**src/rtl/servant_ram_arbiter.sv**
```systemverilog
// Round-robin arbiter sharing one Wishbone RAM between ibus and dbus.
// Optional ack timeout: define SERVANT_RAM_ARB_TIMEOUT_EN.
module servant_ram_arbiter #(
    parameter int AW      = 30,
    parameter int TIMEOUT = 15
) (
    input  logic          i_wb_clk,
    input  logic          i_wb_rst_n,
    input  logic [31:0]   i_ibus_adr,
    input  logic          i_ibus_cyc,
    output logic [31:0]   o_ibus_rdt,
    output logic          o_ibus_ack,
    input  logic [31:0]   i_dbus_adr,
    input  logic [31:0]   i_dbus_dat,
    input  logic [3:0]    i_dbus_sel,
    input  logic          i_dbus_we,
    input  logic          i_dbus_cyc,
    output logic [31:0]   o_dbus_rdt,
    output logic          o_dbus_ack,
    output logic [AW-1:0] o_wb_adr,
    output logic [31:0]   o_wb_dat,
    output logic [3:0]    o_wb_sel,
    output logic          o_wb_we,
    output logic          o_wb_cyc,
    input  logic [31:0]   i_wb_rdt,
    input  logic          i_wb_ack,
    output logic          o_timeout
);

    typedef enum logic [1:0] {IDLE, GNT_I, GNT_D} state_t;

    state_t state_q, state_d;
    logic   last_q, last_d;
    logic   tmo_q, tmo_d;
    logic   gnt_i, gnt_d, cyc, tmo_hit;

    assign gnt_i = (state_q == GNT_I);
    assign gnt_d = (state_q == GNT_D);
    assign cyc   = (gnt_i & i_ibus_cyc) | (gnt_d & i_dbus_cyc);

`ifdef SERVANT_RAM_ARB_TIMEOUT_EN
    logic [7:0] cnt_q, cnt_d;

    assign cnt_d   = (gnt_i | gnt_d) ? cnt_q + 8'd1 : 8'd0;
    assign tmo_hit = cyc & ~i_wb_ack & (cnt_q == 8'(TIMEOUT - 1));

    always_ff @(posedge i_wb_clk or negedge i_wb_rst_n) begin
        if (!i_wb_rst_n) cnt_q <= 8'd0;
        else             cnt_q <= cnt_d;
    end
`else
    assign tmo_hit = 1'b0;
`endif

    // last_q = 1 means dbus was granted most recently
    always_comb begin
        state_d = state_q;
        last_d  = last_q;
        tmo_d   = tmo_q;
        unique case (state_q)
            IDLE: begin
                if (i_ibus_cyc && (!i_dbus_cyc || last_q)) begin
                    state_d = GNT_I;
                    last_d  = 1'b0;
                end else if (i_dbus_cyc) begin
                    state_d = GNT_D;
                    last_d  = 1'b1;
                end
            end
            GNT_I, GNT_D: begin
                if (!cyc || i_wb_ack) begin
                    state_d = IDLE;
                end else if (tmo_hit) begin
                    state_d = IDLE;
                    tmo_d   = 1'b1;
                end
            end
            default: state_d = IDLE;
        endcase
    end

    always_ff @(posedge i_wb_clk or negedge i_wb_rst_n) begin
        if (!i_wb_rst_n) begin
            state_q <= IDLE;
            last_q  <= 1'b1;
            tmo_q   <= 1'b0;
        end else begin
            state_q <= state_d;
            last_q  <= last_d;
            tmo_q   <= tmo_d;
        end
    end

    always_comb begin
        o_wb_adr = '0;
        o_wb_dat = '0;
        o_wb_sel = '0;
        o_wb_we  = 1'b0;
        unique case (1'b1)
            gnt_i: begin
                o_wb_adr = i_ibus_adr[AW+1:2];
                o_wb_sel = 4'hF;
            end
            gnt_d: begin
                o_wb_adr = i_dbus_adr[AW+1:2];
                o_wb_dat = i_dbus_dat;
                o_wb_sel = i_dbus_sel;
                o_wb_we  = i_dbus_we;
            end
            default: ;
        endcase
    end

    assign o_wb_cyc   = cyc;
    // late acks after the master dropped cyc are swallowed by the cyc gate
    assign o_ibus_ack = gnt_i & i_ibus_cyc & (i_wb_ack | tmo_hit);
    assign o_dbus_ack = gnt_d & i_dbus_cyc & (i_wb_ack | tmo_hit);
    assign o_ibus_rdt = (gnt_i & i_ibus_cyc & i_wb_ack) ? i_wb_rdt : 32'h0;
    assign o_dbus_rdt = (gnt_d & i_dbus_cyc & i_wb_ack) ? i_wb_rdt : 32'h0;
    assign o_timeout  = tmo_q;

    logic unused_adr;
    assign unused_adr = ^{i_ibus_adr, i_dbus_adr};

endmodule

```
**config.mk**
```make
export PLATFORM = sky130hd
export DESIGN_NAME = servant_ram_arbiter
export DESIGN_NICKNAME = d
export VERILOG_FILES = /design/src/rtl/servant_ram_arbiter.sv
export SDC_FILE = /design/constraint.sdc
export NUM_CORES = 1
export LEC_CHECK = 0
export BUFFER_PORTS_ARGS = -buffer_cell sky130_fd_sc_hd__buf_2
export CORE_AREA = 2 2 106 108
export DETAILED_ROUTE_END_ITERATION = 10
export DIE_AREA = 0 0 108 110
export GPL_ROUTABILITY_DRIVEN = 0
export GPL_TIMING_DRIVEN = 1
export PLACE_DENSITY = 0.57
export REMOVE_ABC_BUFFERS = 1
export SYNTH_ARGS = -nofsm -noshare
export SYNTH_HDL_FRONTEND = slang
export SYNTH_SLANG_ARGS = --single-unit
```
**constraint.sdc**
```tcl
create_clock -name i_wb_clk -period 1.5 [get_ports i_wb_clk]
set_input_delay 0 -clock i_wb_clk [delete_from_list [all_inputs] [get_ports i_wb_clk]]
set_output_delay 0 -clock i_wb_clk [all_outputs]
set_load 0.01 [all_outputs]
```
### Word level (Yosys, flattened, before mapping)

Index checks and enable logic that the tools add are counted.

| cells by class | value |
|---|---|
| reductions and logical operators | 10 |
| equal/unequal tests | 4 |
| bitwise gates (word level) | 5 |
| multiplexer cells | 12 |

Operators with widths:

| kind | count |
|---|---|
| 32-bit two-way mux | 3 |
| 30-bit case mux with 2 select lines | 1 |
| 4-bit case mux with 2 select lines | 1 |
| 2-bit two-way mux | 3 |
| 1-bit AND | 4 |
| 2-bit case mux with 2 select lines | 1 |
| 2-bit AND reduction | 2 |
| 1-bit two-way mux | 3 |
| 3-bit inequality test (second input constant) | 1 |
| 2-bit by 1-bit equality test with 1-bit output (second input constant) | 1 |
| 2-bit equality test (second input constant) | 1 |
| 1-bit logical NOT | 2 |
| 2-bit logical NOT | 1 |
| 1-bit logical OR | 2 |
| 2-bit inequality test (second input constant) | 1 |
| 2-bit nonzero test | 1 |
| 2-bit OR reduction | 1 |
| 1-bit logical AND | 1 |
| 1-bit OR | 1 |

| storage, ports and cells | value |
|---|---|
| output and inout bits | 135 |
| register bits after elaboration | 3 |
| word-level logic and storage cells | 33 |

### Depth between registers and ports, before layout

Gate-level depths: netlist of the first run.

| depth | value |
|---|---|
| depth after elaboration | 7 |
| gate-level depth with buffers | 7 |

### Least setup slack after synthesis of the first run

OpenSTA, ideal clock, no wires.

| path | value |
|---|---|
| kind | flip-flop to flip-flop |
| start point | reg state_q[0] |
| end point | reg state_q[0] |
| buffers on the path | 0 |
| arrival | 1184 ps |
| data required time | 1379 ps |
| stages on the path, launching flop included | 6 |
| path slack | 195 ps |
| period minus slack after synthesis | 1305 ps |
| cells stage by stage | dfrtp_1 inv_1 ha_1 nand2b_1 nand2b_1 a22o_1 |

| between the ends | value |
|---|---|
| cells in the longest elaborated chain, start to end | 7 |

RTL lines:

| element | line | RTL |
|---|---|---|
| from (decl) | 32 | `state_t state_q, state_d;` |
| from (signal assigned) | 88 | `state_q <= state_d;` |
| 2-bit by 1-bit equality test with 1-bit output or 2-bit equality test (tied branches) | 37, 60, 38 |  |
| 1-bit AND | 39 | `assign cyc = (gnt_i & i_ibus_cyc) \| (gnt_d & i_dbus_cyc);` |
| 1-bit OR | 39 |  |
| 1-bit logical NOT | 71 | `if (!cyc \|\| i_wb_ack) begin` |
| 1-bit logical OR | 71 |  |
| 2-bit inequality test (no line) | n/a |  |
| 2-bit AND reduction (no line) | n/a |  |

Parallel ways exist; a longest one is shown, timed or not.
A chain may end at the register's enable or synchronous reset.

### Worst setup path in the final report of the first run

| path | value |
|---|---|
| start point | reg state_q[1] |
| end point | out o_wb_adr[12] |

| between the ends | value |
|---|---|
| cells in the longest elaborated chain, start to end | 2 |

RTL lines:

| element | line | RTL |
|---|---|---|
| 2-bit equality test or 2-bit by 1-bit equality test with 1-bit output (tied branches) | 38, 37 |  |
| 30-bit case mux with 2 select lines (*) | 99 | `unique case (1'b1)` |
| to (decl) | 20 | `output logic [AW-1:0] o_wb_adr,` |

Every way passes the cells marked *; elsewhere a longest branch is shown, timed or not.

==> results of run 1 <==
==> worst register-to-register path: stages (launching register included) <==
cell	delay, ns
dfrtp_1	0.41
buf_6	0.14
ha_4	0.17
buf_12	0.16
buf_4	0.15
a22oi_4	0.16
o22ai_1	0.09
a22o_1	0.20
==> cells in the mapped netlist <==
| library cell | n |
|---|---|
| buf_6 | 6 |
| and2_1 | 85 |
| dfstp_2 | 1 |
| and2_2 | 12 |
| dfrtp_1 | 2 |
| o22ai_1 | 2 |
| nand2b_1 | 2 |
| o21ai_0 | 1 |
| a22oi_4 | 1 |
| inv_1 | 4 |
| a21oi_1 | 6 |
| and3_4 | 2 |
| nor2b_1 | 34 |
| clkbuf_2 | 3 |
| ha_1 | 3 |
| a22o_1 | 2 |
| nand2_1 | 3 |
| buf_4 | 2 |
| conb_1 | 1 |
| clkbuf_1 | 3 |
| a22oi_1 | 30 |
| inv_2 | 1 |
| buf_2 | 8 |
==> sequential cells by signal, summed over array words and instances (netlist names) <==
name / cells
state_q: 2
last_q: 1
==> worst paths after layout <==
path                            start  slack [ns]            to
min in group i_wb_clk      i_dbus_cyc        0.14        last_q
setup reg to reg           state_q[1]       -0.08    state_q[0]
setup / recovery           state_q[1]       -0.10  o_wb_adr[12]
max in group asynchronous  i_wb_rst_n        1.18        last_q
hold reg to reg                last_q        0.50        last_q
hold / removal             i_wb_rst_n        0.11    state_q[0]
==> kinds of logic after synthesis <==
family	after synthesis
simple gates	138
compound gates	42
buf+inv	27
fa+ha+maj	3
flops	3
other cells	1
==> through the flow <==
step | instance area, µm² | std cells | hold slack, ns
detailed placement | 2910 | 604 | -0.197
finish | 4240 | 639 | 0.114
global placement | 2910 | 604 | -0.203
global route | 4240 | 639 | 0.137
floorplan | 1330 | 192 | -0.296
CTS | 3430 | 624 | 0.112
==> routing by layer <==
metal / vias up / share of wire [%]
met4: 0 / 0.12
met2: 162 / 54
li1: 1280 / -
met1: 1266 / 39
met3: 2 / 6.9
met5: - / 0
==> area by class of cell <==
class	instances	area, µm²	share of cell area (%)
flip-flops and latches	3	76.3	1.80
repair buffers	299	2250	53.2
multi-input cells	188	1670	39.4
clock buffers	4	45.0	1.06
well taps	140	175	4.14
inverters	5	18.8	0.443
==> what timing repair did <==
| item | in CTS | in global routing |
|---|---|---|
| setup buffers | 8 | 6 |
| hold buffers | 1 | 0 |
| hold endpoints to repair | 3 | 0 |
| resized for setup | 52 | 119 |
| pin swaps | 21 | 16 |
| endpoints found under the setup margin | 132 | 127 |
| gates cloned | 7 | 11 |
==> power breakdown <==
part           internal, mW  switching, mW  leakage, nW
Clock                 0.181         0.0533       0.0228
Sequential            0.127         0.0354       0.0362
Combinational          3.24           2.39         2.19
==> run metrics, run 1 <==
most common cell after layout, fill and taps aside=buf_2; Compound-Gate Fraction of Synth Area=21.1%; total length of routed wires=approximately 10000 µm; final routed DRC violation total=0; status=finished, violations left; violations in the final reports=negative setup slack; CTS H-tree depth=1; share of the synthesized netlist area taken by xor and xnor gates=0%; largest stage delay on the critical path=around 0.41 ns; data required time at the worst endpoint=about 1.5 ns; CTS buffer count=3; share of synthesized cell area in and, or, nand and nor gates=between 50% and 60%; routed len/inst=16.4 µm; portion of synthesized cell area occupied by the leading cell type=a little over a third; commonest cells after routing, fill and taps aside=215 x buf_2, 62 x buf_6, 46 x and2_1; peak-usage layer in the global routing report=met2; Num Clock Sinks=3; Starting Density=between 10 and 15%; largest driver fanout on the critical path=9; combinational family with the most area after synthesis=simple AND/OR/NAND/NOR gates; clk buf depth=2; total count of hold-check failures in the final report=0; clock period minus worst slack=1.60 ns; cell type contributing the most total cell area after synthesis=and2_1; highest attainable clock frequency=624 MHz; number of ports placed on the die boundary=around 270; Clk pin slew, worst setup/hold paths=approximately 0.030 ns; Die W=between 100 and 150 µm; cell area after technology mapping=around 1500 µm²; nets@finish=about 640; via count=between 2000 and 3000; DRT antenna net count=0; pin count of the biggest net entering global routing=34; Total Neg Setup Slack=-5.18 ns; Critical Path Slowest Stage Cell=dfrtp_1; Tot GR Track Use=roughly 13%; Post-Synthesis Cells=roughly 210; critical path arrival=1.60 ns; core occupancy in the finished layout=between 30% and 40%; global-route congestion overflow total=0; post-synthesis cell type count=23; ranking of synthesized cells by area=and2_1 36%, a22oi_1 15%, nor2b_1 14%; yosys warns=0; core outline area=around 11000 µm²; share of layout cells above drive strength 1=just over 80%; Final Power=roughly 6.0 mW; worst-path cell chain=buf_6 > ha_4 > buf_12 > clkbuf_16 > a22oi_2 > nor2b_4 > buf_6; starting DRC count in detailed routing=a little over 70; hpwl dp=6080 µm; unrepaired setup endpoints after global routing=yes; Max Clock Skew=approximately 0.0036 ns; Cell Pwr Density=approximately 1400 nW/µm²; met3 Track Usage GR=1.23%; antenna violations before repair=0; met2 track demand over resource=27.0%; Port Buf Inserts=approximately 270; critical path endpoint category=output port; crit start category=register; worst setup slack before clock tree synthesis=around 0.044 ns; mean area per synthesized cell=6.90 µm²; post-synthesis mux area share=0%; CTS tree=yes; Most Frequent Cell on Critical Path=buf_6; Die Span Y=~110 µm; portion of the clock cycle consumed by the worst path in the final layout=107%; fin worst setup slack=-0.103 ns; number of filler instances in the final layout=1052; via count of the first global-routing pass=2378; wire length of the first global-routing pass=approximately 12000 µm; CP Buf/Inv Count=4; buffer type at the clock tree root=clkbuf_8; Lkg Pwr=2.25 nW; sequential fraction of the synthesis area=approximately 5.2%; clock latency at the later pin of the worst-skew pair=0.21 ns; Total Die Area=about 12000 µm²; type of the worst setup path=reg2out; Top delay family on crit path=buffers and inverters; Area Growth Syn to Fin=187%; mean number of vias per cell=4.24; GRT met1 Usage=about 14%; min-delay worst type=in2async; number of maximum-capacitance violations=0; final slew viol count=0; R2R cell count=7; logic depth of the worst path, buffers included=7; adder-cell share of the synthesized area=under 10%; Inserted Diodes=0; maximum vdd ir drop=roughly 650 µV; row cnt=38; count of TritonRoute iterations in the first routing pass=4; final setup fails=approximately 110; number of storage elements in the synthesis netlist=3
Note: power is estimated with default switching activity, not from simulation.
==> run 2, diff against run 1 <==
--- a/config.mk
+++ b/config.mk
@@ -13,6 +13,7 @@
 export GPL_TIMING_DRIVEN = 1
 export PLACE_DENSITY = 0.57
 export REMOVE_ABC_BUFFERS = 1
+export SETUP_SLACK_MARGIN = 0.1
 export SYNTH_ARGS = -nofsm -noshare
 export SYNTH_HDL_FRONTEND = slang
 export SYNTH_SLANG_ARGS = --single-unit
==> run metrics, run 2 (synthesis gave the netlist of run 1 again) <==
status=finished, violations left; violations in the final reports=negative setup slack; crit start category=register; number of filler instances in the final layout=1003; clk buf depth=2; CTS H-tree depth=1; core outline area=approximately 11000 µm²; Lkg Pwr=2.30 nW; count of TritonRoute iterations in the first routing pass=4; unrepaired setup endpoints after global routing=yes; highest attainable clock frequency=about 600 MHz; pin count of the biggest net entering global routing=29; buffer type at the clock tree root=clkbuf_8; maximum vdd ir drop=approximately 610 µV; global-route congestion overflow total=0; worst-path cell chain=inv_2 > ha_4 > buf_6 > and3_4 > and2_1 > buf_2; largest stage delay on the critical path=approximately 0.42 ns; largest driver fanout on the critical path=8; number of maximum-capacitance violations=0; fin worst setup slack=-0.132 ns; final setup fails=117; core occupancy in the finished layout=between 40% and 50%; register area=between 70 and 80 µm²; Die W=about 110 µm; Clk pin slew, worst setup/hold paths=about 0.030 ns; Cell Pwr Density=between 1000 and 1500 nW/µm²; total length of routed wires=approximately 11000 µm; DRT antenna net count=0; final slew viol count=0; Port Buf Inserts=between 200 and 300; via count=about 2800; Num Clock Sinks=3; Max Clock Skew=roughly 0.0038 ns; portion of the clock cycle consumed by the worst path in the final layout=109%; commonest cells after routing, fill and taps aside=180 x buf_2, 95 x buf_6, 70 x and2_4; critical path endpoint category=output port; area of combinational cells with multiple inputs=around 1700 µm²; number of ports placed on the die boundary=273; Tot GR Track Use=between 10 and 15%; Inserted Diodes=0; via count of the first global-routing pass=about 2600; starting DRC count in detailed routing=slightly above 90; data required time at the worst endpoint=1.50 ns; number of flip-flops under the largest register name=2; total count of hold-check failures in the final report=0; final routed DRC violation total=0; row cnt=38; clock latency at the later pin of the worst-skew pair=approximately 0.21 ns; clock period minus worst slack=roughly 1.6 ns; mean number of vias per cell=roughly 4.3; routed len/inst=between 15 and 20 µm; Die Span Y=~110 µm; Total Die Area=between 10000 and 15000 µm²; CTS tree=yes; register name with the most flops=state_q; Area Growth Syn to Fin=204%; hpwl dp=a little over 6000 µm; Placement Cell Area=~2900 µm²; share of layout cells above drive strength 1=~86%; launch instance of the worst register-to-register path=state_q[0]; reg2reg setup slack=-0.09 ns; Starting Density=about 14%; Largest regs=state_q x2, last_q x1; Critical Path Slowest Stage Cell=dfrtp_1; nets@finish=between 600 and 700; antenna violations before repair=0; critical path arrival=1.63 ns; type of the worst setup path=reg2out; most common cell after layout, fill and taps aside=buf_2; wire length of the first global-routing pass=between 10000 and 15000 µm; CTS buffer count=3; R2R cell count=6; reg-to-reg endpoint=state_q[1]; min-delay worst type=in2async; final non-filler cell area=4490 µm²
==> run 2: cell types whose count changed in the layout (fill, tap and decap cells not counted), moves of 3 or more <==
cell       delta
and2_1       -19
buf_6        +33
a22oi_2       -4
and2_4       +31
and2_2       -12
a22oi_1       +4
buf_2        -35
clkbuf_16     -4
a21oi_2       +3
a21oi_4       -3
buf_16        +3
==> run 2: power breakdown <==
group | internal, mW | switching, mW
combinational | 3.40 | 2.39
sequential | 0.127 | 0.0397
clock | 0.181 | 0.0532
total | 3.71 | 2.48
==> run 2: per-layer routing <==
| layer | vias to the layer above | routed length, µm | track usage [%] |
|---|---|---|---|
| met5 | - | 0 | 0 |
| met4 | 0 | 23 | 1.74 |
| met3 | 2 | 765 | 1.59 |
| met2 | 166 | 6000 | 29.2 |
| met1 | 1309 | 3970 | 15.9 |
| li1 | 1286 | - | - |
==> run 2: area by class of cell <==
type | instances | area share (%)
clock buffer | 4 | 1.00
inverter | 5 | 0.418
multi-input combinational | 190 | 38.5
sequential | 3 | 1.70
tap | 140 | 3.90
timing repair buffer | 298 | 54.5
==> run 2: repair_timing <==
item / CTS / global route
hold buffers: 1 / 0
endpoints found under the setup margin: 136 / 136
hold endpoints to repair: 3 / 0
gates cloned: 10 / 8
pin swaps: 30 / 26
setup buffers: 10 / 5
gates resized for setup: 137 / 102
==> run 2: worst max-delay path: cells and delay by family (launching register included) <==
family	cells	cell delay, ns
buffers and inverters	3	0.38
adders and majority gates	1	0.20
and+or+nand+nor	2	0.40
DFF	1	0.42
==> run 2: per-stage QoR <==
step	setup TNS (ns)	total power, mW	instances	hold slack [ns]	setup slack [ns]
2_1_floorplan	-62.89	1.74	192	-0.296	-0.727
3_3_place_gp	0	2.91	604	-0.203	0.0839
3_5_place_dp	0	2.98	604	-0.197	0.0438
4_1_cts	-5.46	5.08	629	0.112	-0.120
5_1_grt	-11.22	6.52	640	0.137	-0.161
6_report	-5.51	6.19	640	0.117	-0.132
==> run 2: how the worst max path moves through the flow <==
| stage | endpoint | startpoint | cells after the start |
|---|---|---|---|
| after floorplan | o_dbus_rdt[10] | state_q[0] | 4 |
| after global placement | state_q[1] | state_q[1] | 7 |
| after detailed placement | state_q[1] | state_q[1] | 6 |
| after CTS | o_ibus_rdt[21] | state_q[1] | 5 |
| after global routing | o_ibus_rdt[0] | state_q[1] | 6 |
| final | o_ibus_rdt[0] | state_q[1] | 6 |
